File: config.mk
export PLATFORM = sky130hd
export DESIGN_NAME = mux_scan_reg
export DESIGN_NICKNAME = d
export VERILOG_FILES = /design/src/rtl/mux_scan_reg.sv
export SDC_FILE = /design/constraint.sdc
export NUM_CORES = 1
export LEC_CHECK = 0
export CAP_MARGIN = 5
export CORE_ASPECT_RATIO = 1.1
export CORE_MARGIN = 2
export CORE_UTILIZATION = 40
export CTS_BUF_LIST = sky130_fd_sc_hd__clkbuf_16
export CTS_CLUSTER_DIAMETER = 40
export DETAILED_ROUTE_END_ITERATION = 7
export HOLD_SLACK_MARGIN = 0.02
export PLACE_DENSITY_LB_ADDON = 0.2
export RECOVER_POWER = 100
export SYNTH_ARGS = -nofsm -noshare
export SYNTH_HDL_FRONTEND = slang
export SYNTH_SLANG_ARGS = --single-unit
File: constraint.sdc
create_clock -name clk -period 1.6 [get_ports clk]
set_input_delay 0.32 -clock clk [delete_from_list [all_inputs] [get_ports clk]]
set_output_delay 0.32 -clock clk [all_outputs]
set_load 0.01 [all_outputs]
File: src/rtl/mux_scan_reg.sv
// -----------------------------------------------------------------------------
// mux_scan_reg
//   Registered CHANNELS-to-1 word selector with a one-cycle valid strobe.
//   It has two modes:
//     manual (mode=0): captures channel[sel] on load_en.
//     scan   (mode=1): an internal round-robin sweep captures one channel
//                      every SCAN_DIV clock cycles.
//
// Optional feature:
//   MUX_SCAN_PARITY_EN
//     When this macro is defined, the module adds the par_out port. par_out
//     holds the even-parity bit (XOR-reduction) of each captured word.
//
// Ports:
//   clk      in   1                 system clock, rising edge
//   rst      in   1                 asynchronous, active-high reset
//   mode     in   1                 0 = manual, 1 = scan
//   sel      in   $clog2(CHANNELS)  manual channel select
//   load_en  in   1                 manual capture strobe
//   data_in  in   CHANNELS*WIDTH    channel k = data_in[k*WIDTH +: WIDTH]
//   data_out out  WIDTH             registered selected word
//   ch_out   out  $clog2(CHANNELS)  channel index of data_out
//   valid    out  1                 one-cycle pulse per capture
//   sel_err  out  1                 last manual capture had sel >= CHANNELS
//   par_out  out  1                 parity of captured word (macro only)
// -----------------------------------------------------------------------------
module mux_scan_reg #(
    parameter int WIDTH    = 4,
    parameter int CHANNELS = 4,
    parameter int SCAN_DIV = 8
) (
    input  logic                          clk,
    input  logic                          rst,
    input  logic                          mode,
    input  logic [$clog2(CHANNELS)-1:0]   sel,
    input  logic                          load_en,
    input  logic [CHANNELS*WIDTH-1:0]     data_in,
    output logic [WIDTH-1:0]              data_out,
    output logic [$clog2(CHANNELS)-1:0]   ch_out,
    output logic                          valid,
    output logic                          sel_err
`ifdef MUX_SCAN_PARITY_EN
    ,
    output logic                          par_out
`endif
);

    localparam int SEL_W = $clog2(CHANNELS);
    localparam int CNT_W = $clog2(SCAN_DIV);
    // Every sel code gets a slot, so an out-of-range sel can never index
    // past the end of the array. Slots beyond CHANNELS read as zero.
    localparam int NSLOT = 1 << SEL_W;

    typedef enum logic {
        S_MANUAL = 1'b0,
        S_SCAN   = 1'b1
    } state_t;

    // Even-parity bit of one data word.
    function automatic logic even_par(input logic [WIDTH-1:0] w);
        return ^w;
    endfunction

    logic [WIDTH-1:0] chan_s [NSLOT];
    logic             sel_ok_s;

    state_t           state_q;
    logic             mode_q;
    logic [CNT_W-1:0] cnt_q;
    logic [SEL_W-1:0] idx_q;
    logic [WIDTH-1:0] data_out_q;
    logic [SEL_W-1:0] ch_out_q;
    logic             valid_q;
    logic             sel_err_q;
    logic             par_q;

    // Unpack the channel bus. The padding slots are tied to zero.
    for (genvar k = 0; k < NSLOT; k++) begin : g_chan
        if (k < CHANNELS) begin : g_real
            assign chan_s[k] = data_in[k*WIDTH +: WIDTH];
        end else begin : g_pad
            assign chan_s[k] = '0;
        end
    end

    // The select is zero-extended before the range compare, so the compare
    // is well-formed even when CHANNELS is a power of two.
    assign sel_ok_s = ({{(32-SEL_W){1'b0}}, sel} < 32'(CHANNELS));

    // Mode tracking, scan sequencing and output capture.
    always_ff @(posedge clk or posedge rst) begin
        if (rst) begin
            state_q    <= S_MANUAL;
            mode_q     <= 1'b0;
            cnt_q      <= '0;
            idx_q      <= '0;
            data_out_q <= '0;
            ch_out_q   <= '0;
            valid_q    <= 1'b0;
            sel_err_q  <= 1'b0;
            par_q      <= 1'b0;
        end else begin
            mode_q <= mode;
            if (mode != mode_q) begin
                // A mode-change edge only re-arms the FSM. It never captures.
                state_q <= mode ? S_SCAN : S_MANUAL;
                cnt_q   <= '0;
                idx_q   <= '0;
                valid_q <= 1'b0;
            end else begin
                case (state_q)
                    S_MANUAL: begin
                        if (load_en) begin
                            ch_out_q <= sel;
                            valid_q  <= 1'b1;
                            if (sel_ok_s) begin
                                data_out_q <= chan_s[sel];
                                sel_err_q  <= 1'b0;
                                par_q      <= even_par(chan_s[sel]);
                            end else begin
                                data_out_q <= '0;
                                sel_err_q  <= 1'b1;
                                par_q      <= 1'b0;
                            end
                        end else begin
                            valid_q <= 1'b0;
                        end
                    end
                    S_SCAN: begin
                        if (cnt_q == CNT_W'(SCAN_DIV - 1)) begin
                            cnt_q      <= '0;
                            data_out_q <= chan_s[idx_q];
                            ch_out_q   <= idx_q;
                            valid_q    <= 1'b1;
                            sel_err_q  <= 1'b0;
                            par_q      <= even_par(chan_s[idx_q]);
                            if (idx_q == SEL_W'(CHANNELS - 1)) begin
                                idx_q <= '0;
                            end else begin
                                idx_q <= idx_q + SEL_W'(1);
                            end
                        end else begin
                            cnt_q   <= cnt_q + CNT_W'(1);
                            valid_q <= 1'b0;
                        end
                    end
                    default: begin
                        state_q <= S_MANUAL;
                        valid_q <= 1'b0;
                    end
                endcase
            end
        end
    end

    assign data_out = data_out_q;
    assign ch_out   = ch_out_q;
    assign valid    = valid_q;
    assign sel_err  = sel_err_q;
`ifdef MUX_SCAN_PARITY_EN
    assign par_out  = par_q;
`else
    // Without the parity port, the parity register has no load. Synthesis
    // trims it.
    logic unused_par_s;
    assign unused_par_s = par_q;
`endif

endmodule

; ---- After elaboration in Yosys (flattened, before gate mapping)
; Cells that the tools add are included.
[totals]
reg_bits = 15
latch_bits = 0
ram_bits = 0
rom_bits = 0
in_bits = 22
output_inout_bits = 8
elab_cells = 52
n_memories = 0
[op_classes]
n_addsub = 2
n_mul = 0
n_div = 0
order_cmp = 2
n_eq_ne = 5
n_shift = 0
mux = 27
bitwise = 4
n_reduce_logical = 4
[ops]
columns = cell, count
row1 = 4-bit two-way mux, 6
row2 = 4-bit binary-select mux with 2-bit select, 2
row3 = 2-bit two-way mux, 6
row4 = 3-bit two-way mux, 3
row5 = 4-bit case mux with 2 select lines, 1
row6 = 3-bit greater-or-equal comparator (second input constant), 2
row7 = 1-bit two-way mux, 6
row8 = 2-bit inverter with 3-bit output, 2
row9 = 1-bit case mux with 2 select lines, 2
row10 = 2-bit case mux with 2 select lines, 1
row11 = 2-bit nonzero test, 2
row12 = 3-bit by 1-bit adder with 3-bit output (second input constant), 1
row13 = 3-bit == test (second input constant), 1
row14 = 3-bit AND reduction, 1
row15 = 2-bit by 1-bit adder with 2-bit output (second input constant), 1
row16 = 2-bit == test (second input constant), 1
row17 = 2-bit by 1-bit inequality test with 1-bit output (second input constant), 1
row18 = 2-bit inequality test (second input constant), 1
row19 = 1-bit inverter, 2
row20 = 2-bit AND reduction, 1
row21 = 1-bit inequality test, 1

; ---- Depth between registers and ports, before layout
; Gate-level depths: netlist (run 1).
[logic_depth]
word_depth = 6
ltp_mapped = 7
depth_no_buf = 6

; ---- Worst setup path before layout (run 1)
; Ideal clock, no wire load.
[synth_timing]
path_kind = reg2reg
startpoint = register cnt_q[0]
endpoint = register ch_out_q[1], in the netlist ch_out[1]
setup_ns = 0.125
arrival_ns = 1.557
required_time_ns = 1.475
path_slack_ns = -0.082
path_stages_with_launch = 8
n_path_buf = 1
synth_period_minus_slack_ns = 1.682
path_cell_list = dfrtp_1 ha_1 ha_1 mux2i_2 or2_1 buf_6 inv_2 mux2_4
[synth_via]
elab_chain_len = 3
[synth_lines]
columns = item, line
row1 = start: declaration, 69  ; logic [CNT_W-1:0] cnt_q;
row2 = start signal: assignment, 143  ; cnt_q <= cnt_q + CNT_W'(1);
row3 = 3-bit == test, 130  ; if (cnt_q == CNT_W'(SCAN_DIV - 1)) begin
row4 = 2-bit by 1-bit inequality test with 1-bit output (no line), -
row5 = 3-bit AND reduction (no line), -
row6 = end signal: assignment, 114  ; ch_out_q <= sel;
row7 = end signal: assignment, 133  ; ch_out_q <= idx_q;
row8 = end: declaration, 72  ; logic [SEL_W-1:0] ch_out_q;
; Every way passes these cells.
; A chain may end at the register's enable or synchronous reset.

; ---- Final worst setup path (run 1)
[layout_timing]
startpoint = register data_out_q[0], in the netlist data_out[0]
endpoint = output port data_out[0]
[layout_lines]
columns = item, line
row1 = start: declaration, 71  ; logic [WIDTH-1:0] data_out_q;
row2 = start signal: assignment, 117  ; data_out_q <= chan_s[sel];
row3 = start signal: assignment, 132  ; data_out_q <= chan_s[idx_q];
row4 = end: declaration, 38  ; output logic [WIDTH-1:0] data_out,
; No word-level cell between the ends.

==> impl_results.md, run 1 <==
- Status: completed
- Largest family of logic cells by synthesized area: multiplexers
- Clk_skew: about 0.00088 ns
- Most frequent cells in the layout: clkdlybuf4s50_1, dfrtp_1, mux2i_1
- Top cells by area, synth: dfrtp_1, mux2i_1, mux4_2
- Final Wtd Congestion: 0.8245
- Initial antenna violation count: 0
- Worst vdd ir: 616.6 uV
- Hold crit path type: flip-flop to flip-flop
- CTS buffer count: 3
- Post-Synth Simple-Gate Area: 9.576%
- CP bufs+invs: 1
- Fillcell total: roughly 200
- Period utilization: 96.34%
- H-tree depth: 1
- Wire length per cell: 13.31 um
- Area grow syn2layout: 45.55%
- Max_cap viols: 0
- Port-buffer cells: 28
- Routed WL: approximately 1.9 mm
- Crit Path Category: flip-flop to output port
- 1st-iter DRT viols: 4
- Clock sinks: 14
- Cell taking the most area after synthesis: dfrtp_1
- Req. time, crit path: between 1 and 1.5 ns
- Max-slew violations: 0
- Final worst path period need: ~1.5 ns
- Worst Max-Slew Pin Slew: between 0.5 and 0.6 ns
- I/O pin count: 30
- FMAX: between 0.6 and 0.7 GHz
- Synth warnings: 0
- Post-route DRC violation count: 0
- Slew margin rel.: 63.81%
- Syn_area_per_cell: 11.15 sq um
- Crit-path cells: dlygate4sd3_1
- Synthesized-area fraction occupied by adder cells: approximately 5.2%
- Final worst slack: around 0.06 ns
- Cell count after synthesis: 82
- Die Wd: just under 50 um
- Share of the synthesized area in the top cell type: 38.30%
- CP startpoint kind: flip-flop
- Seq cells post-synth: 14
- Final setup TNS: 0 ns
- Ant. Diodes: 0
- CP max stage cell: dlygate4sd3_1
- Via count: around 730
- Total GRT Usage: 14.74%
- Layout Nets: 140
- Library cells used by synthesis: 30
- Reg2Reg Setup Slack: 0.08 ns
- First-pass GRT wire length: approximately 3.0 mm
- Root buffer cell: clkbuf_16
- Element type at the critical path end: output port
- Core area: 2207 sq um
- Share of cells above drive strength 1: 18.58%
- Max clock buf depth: 2
- Detailed Routing Iterations Pass 1: 4
- Sequential-to-total area share from yosys stat: between 30% and 40%
- CTS tree: done
- Clock transition at the registers of the reported paths: 0.04 ns
- RSZ-0062 raised after global routing: no
- Hold Violations, Final: 0
- Family with the most delay on the worst path: buffers and inverters
- Cell Pwr Density: between 900 and 1000 nW/um^2
- Worst hold slack: 0.5037 ns
- Syn Nets: 107
- DRT antenna net count: 0
- Clk_lat worst skew: 0.24 ns
- Die Span Y: 54.15 um
- Die ar.: 2685 sq um
- Vias in the first global route: 661
- Mux share of post-synthesis cell area: a little over a quarter
- XOR/XNOR Fraction of Synth Area: 0.9576%
- Starting Density: between 40 and 50%
- Vias per cell: 5.091
- Final Setup Violations: 0
- Most common cell after layout, fill and taps aside: clkdlybuf4s50_1
- Gr ovfl total: 0
- Compound-cell area share of the yosys netlist: 11.76%
- Max FO, Critical Path: 2
- Crit path DAT: 1.22 ns
- Leak pwr: 0.6001 nW
- Worst Setup Slack post-DPL: -0.1403 ns
- Worst stage delay on the critical path: 0.61 ns
- Post-DP HPWL: 1.536 mm
- Area of the mapped netlist: around 910 sq um
- Rows: 18
- Largest net degree at the start of global routing: 17
==> final cells by class <==
type / instances / area [sq um] / share of cell area (%)
Sequential cell: 14 / 350.3 / 26.32
Clock buffer: 3 / 75.07 / 5.639
Inverter: 3 / 11.26 / 0.8459
Timing Repair Buffer: 35 / 327.8 / 24.62
Multi-Input combinational cell: 58 / 529.3 / 39.76
Tap cell: 30 / 37.54 / 2.820
==> cell usage after synthesis (all sizes together) <==
cell type  number
dfrtp          14
mux2i          13
nor2            8
buf             6
o21ai           6
mux4            4
nor2b           4
a22o            3
ha              3
inv             3
o31ai           3
mux2            2
nand2           2
a21o            1
a21oi           1
and3            1
clkbuf          1
conb            1
maj3            1
nand3           1
nor3b           1
o41ai           1
or2             1
xor2            1
==> layer usage <==
metal	wire [um]	vias up	track usage [%]	part of all wire, %
li1	-	358	-	-
met1	816	353	18.61	43
met2	1010	17	25.33	53
met3	77	0	4.444	4.0
met4	0	0	2.778	0
met5	0	-	0	0
==> final timing paths <==
path,startpoint,end,cells past startpoint
worst min register to register,ch_out[1]$_DFFE_PP0P_,ch_out[1]$_DFFE_PP0P_,1
worst min-delay path,ch_out[1]$_DFFE_PP0P_,ch_out[1]$_DFFE_PP0P_,1
worst max register to register,cnt_q[0]$_DFFE_PP0P_,data_out[2]$_DFFE_PP0P_,6
worst max-delay path,data_out[0]$_DFFE_PP0P_,data_out[0],1
min in group asynchronous,rst,state_q$_DFFE_PP0N_,2
max in group asynchronous,rst,idx_q[0]$_DFFE_PP0P_,2
==> per-stage QoR <==
stage                     area (sq um)  power (mW)  cells  util [%]
final                             1331       1.235    143     60.32
after global routing              1331       1.294    143     60.32
after global placement            1254      0.7971    139     56.80
after detailed placement          1254      0.8048    139     56.80
after floorplan                  938.4      0.6263     82         -
after CTS                         1329       1.267    142     60.20
==> power by group <==
group          total [mW]  switching (mW)  internal, mW
Sequential          0.440          0.0286         0.411
Clock               0.454           0.128         0.326
Combinational       0.341           0.141         0.200
Total                1.23           0.298         0.937
==> flip-flops by register name, indices dropped and copies added, names as in the netlist <==
register	count
cnt_q	3
mode_q	1
data_out	4
idx_q	2
state_q	1
valid	1
ch_out	2
==> logic make-up (layout without fill, tap and decap cells) <==
logic type | Yosys count | in the layout
flops | 14 | 14
other cells | 1 | 1
fa+ha+maj | 4 | 4
buf+inv | 10 | 41
xor+xnor | 1 | 1
mux | 19 | 19
compound gates | 15 | 15
simple gates | 18 | 18
==> timing repair <==
item	4_1_cts	5_1_grt
hold buffers	0	0
setup endpoints to repair	0	4
resized for setup	0	2
buffers inserted	0	1
hold endpoints to repair	0	0
Power figures use the tool's default switching activity.
==> inputs of run 2 (changes only) <==
Clock period 1.6 ns to 1.2 ns, I/O delays scaled along.
==> run 2 against run 1 <==
  * The flow now finishes with violations (setup timing)
  * Largest cell class unchanged
  * Register-to-register slack got worse by 0.37 ns
  * Critical endpoint is now ch_out[1]$_DFFE_PP0P_
  * Via count rose by 8.2%
  * Highest routed layer is now met4
  * Power rose by 40%
  * Clock power rose by 42%
  * First-iteration DRC count fell by 25%
==> impl_results.md, run 2 (synthesized netlist as in run 1, its figures left out) <==
- Clock transition at the registers of the reported paths: 0.05 ns (was 0.04 ns)
- 1st-iter DRT viols: 3 (was 4)
- Req. time, crit path: 1.33 ns (was 1.28 ns)
- Clock sinks: 14 (unchanged)
- Max-slew violations: 0 (unchanged)
- Worst r2r dst: ch_out[1]$_DFFE_PP0P_ (was data_out[2]$_DFFE_PP0P_)
- Gr ovfl total: 0 (unchanged)
- Worst hold slack: 0.4886 ns (was 0.5037 ns)
- Hold Violations, Final: 0 (unchanged)
- Finished Cell Area: 1424 sq um (was 1331 sq um)
- Die Wd: 49.59 um (unchanged)
- Total GRT Usage: 19.55% (was 14.74%)
- Post-DP HPWL: 1.684 mm (was 1.536 mm)
- Setup crit start: cnt_q[1]$_DFFE_PP0P_ (was data_out[0]$_DFFE_PP0P_)
- Area grow syn2layout: 55.68% (was 45.55%)
- Element type at the critical path end: flip-flop (was output port)
- Status: finished, violations left (was completed)
- Failing checks: setup timing
- Most frequent cells in the layout: clkdlybuf4s50_1, dfrtp_1, mux2i_1, buf_4, dlygate4sd2_1 (was clkdlybuf4s50_1, dfrtp_1, mux2i_1)
- Wire length per cell: 15.55 um (was 13.31 um)
- R2R Path Start: cnt_q[1]$_DFFE_PP0P_ (was cnt_q[0]$_DFFE_PP0P_)
- Most common cell after layout, fill and taps aside: clkdlybuf4s50_1 (unchanged)
- Utilization after layout: 64.51% (was 60.32%)
- Detailed Routing Iterations Pass 1: 3 (was 4)
- Routed WL: 2.348 mm (was 1.903 mm)
- Vias per cell: 5.219 (was 5.091)
- CTS buffer count: 3 (unchanged)
- Cell Pwr Density: 1214 nW/um^2 (was 927.3 nW/um^2)
- Ant. Diodes: 0 (unchanged)
- Root buffer cell: clkbuf_16 (unchanged)
- Final Setup Violations: 9 (was 0)
- Worst R2R Path Depth: 6 (unchanged)
- Share of cells above drive strength 1: 29.75% (was 18.58%)
- Max_cap viols: 0 (unchanged)
- First-pass GRT wire length: 3.864 mm (was 2.960 mm)
- Hold_buf cts: 0 (unchanged)
- FMAX: 0.6719 GHz
- Worst Setup Slack post-DPL: -0.4347 ns (was -0.1403 ns)
- Die Span Y: 54.15 um (unchanged)
- Final setup TNS: -1.639 ns (was 0 ns)
- Clk_lat worst skew: 0.25 ns (was 0.24 ns)
- Vias in the first global route: 851 (was 661)
- Rows: 18 (unchanged)
- Fillcell total: 195 (was 203)
- Non-filler instance count after layout: 151 (was 143)
- Crit Path Category: flip-flop to flip-flop (was flip-flop to output port)
- Power, Total: 1.728 mW (was 1.235 mW)
- Period utilization: 124.0%
- Port-buffer cells: 28 (unchanged)
- Leak pwr: 0.6629 nW (was 0.6001 nW)
- Max reg flops: 4 (unchanged)
- Clk_skew: 0.002210 ns (was 0.0008786 ns)
- CTS tree: done (unchanged)
- Reg2Reg Setup Slack: -0.29 ns (was 0.08 ns)
- Placed Cells: 145 (was 139)
- Final worst path period need: 1.488 ns
- Die ar.: 2685 sq um (unchanged)
- Starting Density: 41.44% (unchanged)
- Hold crit path type: input pin to asynchronous set/reset pin (was flip-flop to flip-flop)
- Initial antenna violation count: 0 (unchanged)
- Worst vdd ir: 905.5 uV (was 616.6 uV)
- Largest net degree at the start of global routing: 17 (unchanged)
- Placed cell area: 1299 sq um (was 1254 sq um)
- Max FO, Critical Path: 3 (was 2)
- Crit path DAT: 1.62 ns (was 1.22 ns)
- DRT antenna net count: 0 (unchanged)
- Post-route DRC violation count: 0 (unchanged)
- Final Wtd Congestion: 0.7125 (was 0.8245)
- H-tree depth: 1 (unchanged)
- RSZ-0062 raised after global routing: yes (was no)
- Final worst slack: -0.2883 ns (was 0.05857 ns)
- Max clock buf depth: 2 (unchanged)
- Layout Nets: 147 (was 140)
- Via count: 788 (was 728)
- CP startpoint kind: flip-flop (unchanged)
- Core area: 2207 sq um (unchanged)
- I/O pin count: 30 (unchanged)
## run 2: cell count changes in the layout (fill, tap and decap cells not counted), moves of 2 or more
cell | previous run | this run
dlygate4sd2_1 | 0 | 7
buf_4 | 5 | 12
nor2_1 | 8 | 6
nor2_2 | 0 | 2
dlygate4sd3_1 | 8 | 1
## run 2: what timing repair did
action	in CTS	in global routing
endpoints found under the setup margin	17	10
pin swaps	10	5
gates resized for setup	13	5
buffers inserted	1	2
hold endpoints to repair	0	0
## run 2: final cells by class
class | instances | area [sq um] | area share, %
Multi-Input combinational cell | 58 | 573.1 | 40.25
Tap cell | 30 | 37.54 | 2.636
Clock inverter | 1 | 3.754 | 0.2636
Clock buffer | 3 | 75.07 | 5.272
Sequential cell | 14 | 351.6 | 24.69
Inverter | 3 | 11.26 | 0.7909
Timing Repair Buffer | 42 | 371.6 | 26.10
## run 2: how the worst max path moves through the flow
stage,to,slack (ns)
after floorplan,ch_out[1]$_DFFE_PP0P_,-0.36
after detailed placement,data_out[3]$_DFFE_PP0P_,-0.43
final,ch_out[1]$_DFFE_PP0P_,-0.29
after global routing,ch_out[1]$_DFFE_PP0P_,-0.32
after global placement,data_out[3]$_DFFE_PP0P_,-0.42
after CTS,ch_out[1]$_DFFE_PP0P_,-0.28
## run 2: power by group
part,switching (mW),internal (mW)
sequential,0.0405,0.548
combinational,0.215,0.281
clock,0.203,0.441
## run 2: metal layers
metal  vias up  share of wire (%)  global-route usage (%)
li1        374                  -                       -
met1       389                 40                   20.77
met2        21                 53                   36.89
met3         4                5.7                   5.278
met4         0                1.4                   8.333
met5         -                  0                       0
## run 2: critical path: stages (launching register included)
cell and delay, ns:
dfrtp_1 0.35, ha_2 0.20, ha_4 0.14, mux2i_4 0.06, or2_4 0.26, inv_2 0.07
mux2_4 0.29
